[src/rtl/if_stage.sv]
// Instruction-fetch stage: owns the PC, drives the combinational imem and registers IF/ID.
// Optional macro FETCH_PERF_CNT_EN adds saturating fetch/bubble performance counters.
module if_stage #(
    parameter logic [31:0] RESET_PC = 32'h0000_0000
) (
    input  logic        clk,
    input  logic        rst_n,
    input  logic        stall,
    input  logic        branch_taken,
    input  logic [31:0] branch_target,
    input  logic        halt_req,
    output logic [31:0] imem_addr,
    input  logic [31:0] imem_rdata,
    output logic        if_id_valid,
    output logic [31:0] if_id_pc,
    output logic [31:0] if_id_instr,
    output logic        misalign_err,
    output logic        halted
`ifdef FETCH_PERF_CNT_EN
    ,
    output logic [31:0] fetch_count,
    output logic [31:0] bubble_count
`endif
);

    typedef enum logic {
        ST_RUN  = 1'b0,
        ST_HALT = 1'b1
    } state_t;

    state_t      state_r;
    state_t      state_nxt_s;
    logic        do_branch_s;
    logic        do_halt_s;
    logic        do_fetch_s;
    logic [31:0] pc_r;
    logic        valid_r;
    logic [31:0] ipc_r;
    logic [31:0] instr_r;
    logic        err_r;

    // FSM state register
    always_ff @(posedge clk or negedge rst_n) begin
        if (!rst_n) begin
            state_r <= ST_RUN;
        end else begin
            state_r <= state_nxt_s;
        end
    end

    // FSM next state: a redirect in the same cycle swallows the halt request
    always_comb begin
        state_nxt_s = state_r;
        case (state_r)
            ST_RUN: begin
                if (!branch_taken && halt_req) begin
                    state_nxt_s = ST_HALT;
                end else begin
                    state_nxt_s = ST_RUN;
                end
            end
            ST_HALT: state_nxt_s = ST_HALT;
            default: state_nxt_s = ST_RUN;
        endcase
    end

    // FSM outputs: one-hot action select in priority order branch > halt > stall > fetch
    always_comb begin
        do_branch_s = 1'b0;
        do_halt_s   = 1'b0;
        do_fetch_s  = 1'b0;
        case (state_r)
            ST_RUN: begin
                if (branch_taken) begin
                    do_branch_s = 1'b1;
                end else if (halt_req) begin
                    do_halt_s = 1'b1;
                end else if (!stall) begin
                    do_fetch_s = 1'b1;
                end else begin
                    do_fetch_s = 1'b0;
                end
            end
            ST_HALT: begin
                do_fetch_s = 1'b0;
            end
            default: begin
                do_fetch_s = 1'b0;
            end
        endcase
    end

    // PC, IF/ID register and sticky misalignment flag
    always_ff @(posedge clk or negedge rst_n) begin
        if (!rst_n) begin
            pc_r    <= RESET_PC;
            valid_r <= 1'b0;
            ipc_r   <= 32'h0000_0000;
            instr_r <= 32'h0000_0000;
            err_r   <= 1'b0;
        end else if (do_branch_s) begin
            pc_r    <= {branch_target[31:2], 2'b00};
            valid_r <= 1'b0;
            if (branch_target[1:0] != 2'b00) begin
                err_r <= 1'b1;
            end
        end else if (do_halt_s) begin
            valid_r <= 1'b0;
        end else if (do_fetch_s) begin
            ipc_r   <= pc_r;
            instr_r <= imem_rdata;
            valid_r <= 1'b1;
            pc_r    <= pc_r + 32'd4;
        end
    end

`ifdef FETCH_PERF_CNT_EN
    logic [31:0] fetch_cnt_r;
    logic [31:0] bubble_cnt_r;

    // Saturating counters; only redirects that kill a valid instruction count as bubbles
    always_ff @(posedge clk or negedge rst_n) begin
        if (!rst_n) begin
            fetch_cnt_r  <= 32'h0000_0000;
            bubble_cnt_r <= 32'h0000_0000;
        end else begin
            if (do_fetch_s && (fetch_cnt_r != 32'hFFFF_FFFF)) begin
                fetch_cnt_r <= fetch_cnt_r + 32'd1;
            end
            if (do_branch_s && valid_r && (bubble_cnt_r != 32'hFFFF_FFFF)) begin
                bubble_cnt_r <= bubble_cnt_r + 32'd1;
            end
        end
    end

    assign fetch_count  = fetch_cnt_r;
    assign bubble_count = bubble_cnt_r;
`endif

    assign imem_addr    = pc_r;
    assign if_id_valid  = valid_r;
    assign if_id_pc     = ipc_r;
    assign if_id_instr  = instr_r;
    assign misalign_err = err_r;
    assign halted       = (state_r == ST_HALT);

endmodule

[config.mk]
export PLATFORM = sky130hd
export DESIGN_NAME = if_stage
export DESIGN_NICKNAME = d
export VERILOG_FILES = /design/src/rtl/if_stage.sv
export SDC_FILE = /design/constraint.sdc
export NUM_CORES = 1
export LEC_CHECK = 0
export CORE_MARGIN = 3
export CORE_UTILIZATION = 44
export CTS_CLUSTER_SIZE = 12
export DETAILED_ROUTE_END_ITERATION = 6
export GPL_TIMING_DRIVEN = 0
export PLACE_DENSITY = 0.8
export SKIP_LAST_GASP = 1
export SYNTH_ARGS = -nofsm -noshare
export SYNTH_HDL_FRONTEND = slang
export SYNTH_SLANG_ARGS = --single-unit
[constraint.sdc]
create_clock -name clk -period 2.25 [get_ports clk]
set_input_delay 0.675 -clock clk [delete_from_list [all_inputs] [get_ports clk]]
set_output_delay 0.675 -clock clk [all_outputs]
set_load 0.005 [all_outputs]
==> load_flow_metrics.sql <==
INSERT INTO impl_metrics (metric_group, metric, value, unit) VALUES
('clocking', 'clk_pin_slew', '0.10', 'ns'),
('worst_setup_path', 'critical_path.max_fanout', '8', ''),
('cells_and_area', 'finish.instance_area', '0.006494', 'mm^2'),
('clocking', 'number_of_buffers_created_by_cts', '9', ''),
('power_and_ir_drop', 'pwr-share-seq', '46.0', '%'),
('timing', 'finalCritPeriodShare', '97.23', '%'),
('worst_setup_path', 'timing.critical_path.cells', 'ha_1 -> nand3_1 -> nor2_2 -> nand4_1 -> a211o_1 -> a221o_1', ''),
('floorplanning', 'start_util', '46.26', '%'),
('run', 'max_cap_viol_count', '0', ''),
('worst_setup_path', 'critPathKind', 'reg2reg', ''),
('place', 'gp_congestion', '0.8867', ''),
('global_route', 'grt_max_degree', '60', ''),
('route', 'dr.first_iter.drc_count', '351', ''),
('timing', 'final_period_minus_worst_setup_slack', '2.188', 'ns'),
('worst_setup_path', 'crit_path_end_kind', 'flip-flop', ''),
('clocking', 'cts-htree-levels', '3', ''),
('cells_and_area', 'drive_gt1_share', '7.625', '%'),
('synth', 'synth.avg_cell_area', '8.768', 'um^2'),
('power_and_ir_drop', 'vdd_ir_drop_max', '0.4906', 'mV'),
('worst_setup_path', 'critPathArrivalTime', '2.45', 'ns'),
('power_and_ir_drop', 'p_switching', '1.610', 'mW'),
('synth', 'netlist-cell-type-count', '43', ''),
('power_and_ir_drop', 'power.share.switching', '29.41', '%'),
('hold_path', 'worst_hold_class', 'in2async', ''),
('worst_setup_path', 'timing.critical_path.from_type', 'flip-flop', ''),
('cells_and_area', 'antenna_cells', '0', ''),
('synth', 'post_synth_inst_count', '499', ''),
('timing', 'max_slew.worst_pin.slew', '0.6395', 'ns'),
('synth', 'synthFlopType', 'dfrtp_1', ''),
('power_and_ir_drop', 'powerDensity', '843.1', 'mW/mm^2'),
('route', 'wire_per_inst', '16.84', 'um'),
('route', 'via_per_inst', '5.348', ''),
('worst_setup_path', 'timing.critical_path.max_delay_family', 'simple AND/OR/NAND/NOR gates', ''),
('power_and_ir_drop', 'static-leakage-power', '2.908', 'nW'),
('synth', 'synth_top_cells_by_area', 'dfrtp_1, nand2_1, o21ai_0', ''),
('worst_setup_path', 'timing.critical_path.required', '2.51', 'ns'),
('power_and_ir_drop', 'clkPwrFrac', '23.9', '%'),
('synth', 'synth_sequential_area_ratio', '54.33', '%'),
('floorplanning', 'ports_placed_on_the_boundary', '168', ''),
('timing', 'timing.final.setup_violations', '0', ''),
('synth', 'synthMostInstantiatedCell', 'nand2_1', ''),
('timing', 'clock_skew', '0.01498', 'ns'),
('route', 'routed_wirelength', '13660', 'um'),
('clocking', 'clockBufferDepth', '2', ''),
('worst_setup_path', 'worstPathBufferInverterCount', '0', ''),
('global_route', 'groute.usage.overall', '24.40', '%'),
('route', 'vias', '4337', ''),
('place', 'dpl_cell_area', '0.006205', 'mm^2'),
('worst_setup_path', 'timing.critical_path.slowest_cell_delay', '0.50', 'ns'),
('clocking', 'clockRootBuffer', 'clkbuf_8', ''),
('floorplanning', 'floorplan.die.width', '105.7', 'um'),
('floorplanning', 'core', '0.009459', 'mm^2'),
('timing', 'timing.fmax', '457.1', 'MHz'),
('floorplanning', 'vert_die_dim', '105.7', 'um'),
('worst_setup_path', 'timing.critical_path.slowest_stage_cell', 'dfrtp_1', ''),
('timing', 'tightest_slew_margin_relative_to_the_limit', '57.36', '%'),
('cells_and_area', 'postLayoutCoreUtil', '68.65', '%'),
('global_route', 'remaining_global_route_overflow', '0', ''),
('outcome', 'run_status', 'complete, no violations', ''),
('global_route', 'grt_antenna_before_repair', '0', ''),
('place', 'portBuffers', '163', ''),
('clocking', 'hold_buffers', '0', ''),
('route', 'postRouteAntennaNets', '0', ''),
('timing', 'final_max_slew_viol_count', '0', ''),
('power_and_ir_drop', 'cellInternalPower', '3.865', 'mW'),
('timing', 'rsz_0062_raised_after_global_routing', 'true', ''),
('synth', 'yosysWarningCount', '0', ''),
('clocking', 'tritoncts_clock_tree', 'done', ''),
('timing', 'final-hold-violation-count', '0', ''),
('synth', 'synth_edf_count', '0', ''),
('synth', 'synth_area', '0.004375', 'mm^2');
-- state kept, by name, indices dropped and copies added, names as in the netlist --
| register | cells |
|---|---|
| if_id_pc | 30 |
| imem_addr | 30 |
| misalign_err | 1 |
| halted | 1 |
| if_id_instr | 32 |
| if_id_valid | 1 |
-- worst register-to-register path, stage by stage (launching register included) --
cell,delay [ns]
dfrtp_1,0.50
ha_1,0.25
nand3_1,0.28
nor2_2,0.29
nand4_1,0.16
a211o_1,0.32
a221o_1,0.29
-- layer usage --
| metal | GRT usage (%) | vias to the layer above | share of wire, % |
|---|---|---|---|
| met5 | 0 | - | 0 |
| met4 | 7.678 | 0 | 2.1 |
| met3 | 6.124 | 25 | 8.8 |
| met2 | 40.35 | 216 | 49 |
| met1 | 31.59 | 2061 | 40 |
| li1 | - | 2035 | - |
-- path summary, 6_finish.rpt --
| kind | cells after the start | slack [ns] | end | from |
|---|---|---|---|---|
| worst min register to register | 2 | 0.48 | if_id_instr[1] | if_id_instr[1] |
| max in group asynchronous | 2 | 1.30 | if_id_instr[29] | rst_n |
| min in group clk | 2 | 0.48 | if_id_instr[1] | if_id_instr[1] |
| worst min-delay path | 1 | 0.27 | if_id_instr[18] | rst_n |
| worst max register to register | 6 | 0.06 | imem_addr[30] | imem_addr[2] |
| worst max-delay path | 6 | 0.06 | imem_addr[30] | imem_addr[2] |
-- final cells by class --
class                      count  area, um^2  share of cell area (%)
timing repair buffer         165        1664                   25.63
clock inverter                 4       76.32                   1.175
sequential                    95        2377                   36.61
multi-input combinational    370        1862                   28.67
inverter                       4       15.01                  0.2312
clock buffer                  12       155.1                   2.389
buffer                        32       182.7                   2.813
tap                          129       161.4                   2.486
-- logic make-up after synthesis --
kind of cell | Yosys count | share of synthesized area, %
DFF | 95 | 54.33
adders and majority gates | 1 | 0.2859
other | 1 | 0.08571
buffers and inverters | 37 | 4.232
and+or+nand+nor | 284 | 28.00
AOI/OAI and AO/OA | 71 | 10.95
xor gates and xnor gates | 6 | 1.201
muxes | 4 | 0.9151
-- repair_timing --
action,in CTS,in global routing
pin swaps,0,1
setup endpoints to repair,71,79
resized for setup,11,11
setup buffers,0,1
-- power groups by stage --
stage / sequential [mW] / combinational [mW] / clock, mW
2_1_floorplan: 2.52 / 0.459 / 0
3_3_place_gp: 2.52 / 1.61 / 0
6_report: 2.52 / 1.65 / 1.31
3_5_place_dp: 2.54 / 1.65 / 0
4_1_cts: 2.51 / 1.67 / 1.32
5_1_grt: 2.59 / 1.80 / 1.38
-- layout by cell type (no fill, tap or decap), drive strengths merged, types with 4 or more instances in the layout --
master and instances:
buf 17, mux2i 4, nand4 13, nor2 17
dfrtp 95, clkdlybuf4s50 162, xor2 6, nand3 16
nand2 207, conb 4, a21oi 8, nor4 5
o21ai 27, nor3 9, nor3b 4, a221o 8
inv 5, clkbuf 30, a22oi 9
-- through the flow --
stage	setup slack (ns)	TNS (ns)	hold WS (ns)	power (mW)	instances
after floorplan	0.2514	0	0.3794	2.975	502
after detailed placement	-0.7154	-48.88	0.4546	4.195	795
final	0.06236	0	0.2667	5.475	811
after global routing	-0.04613	-0.1747	0.3033	5.764	811
after CTS	-0.0002960	-0.0002960	0.2870	5.499	811
after global placement	-2.974	-331.16	0.4539	4.126	794
No activity file was read; power rests on OpenSTA's default activity.
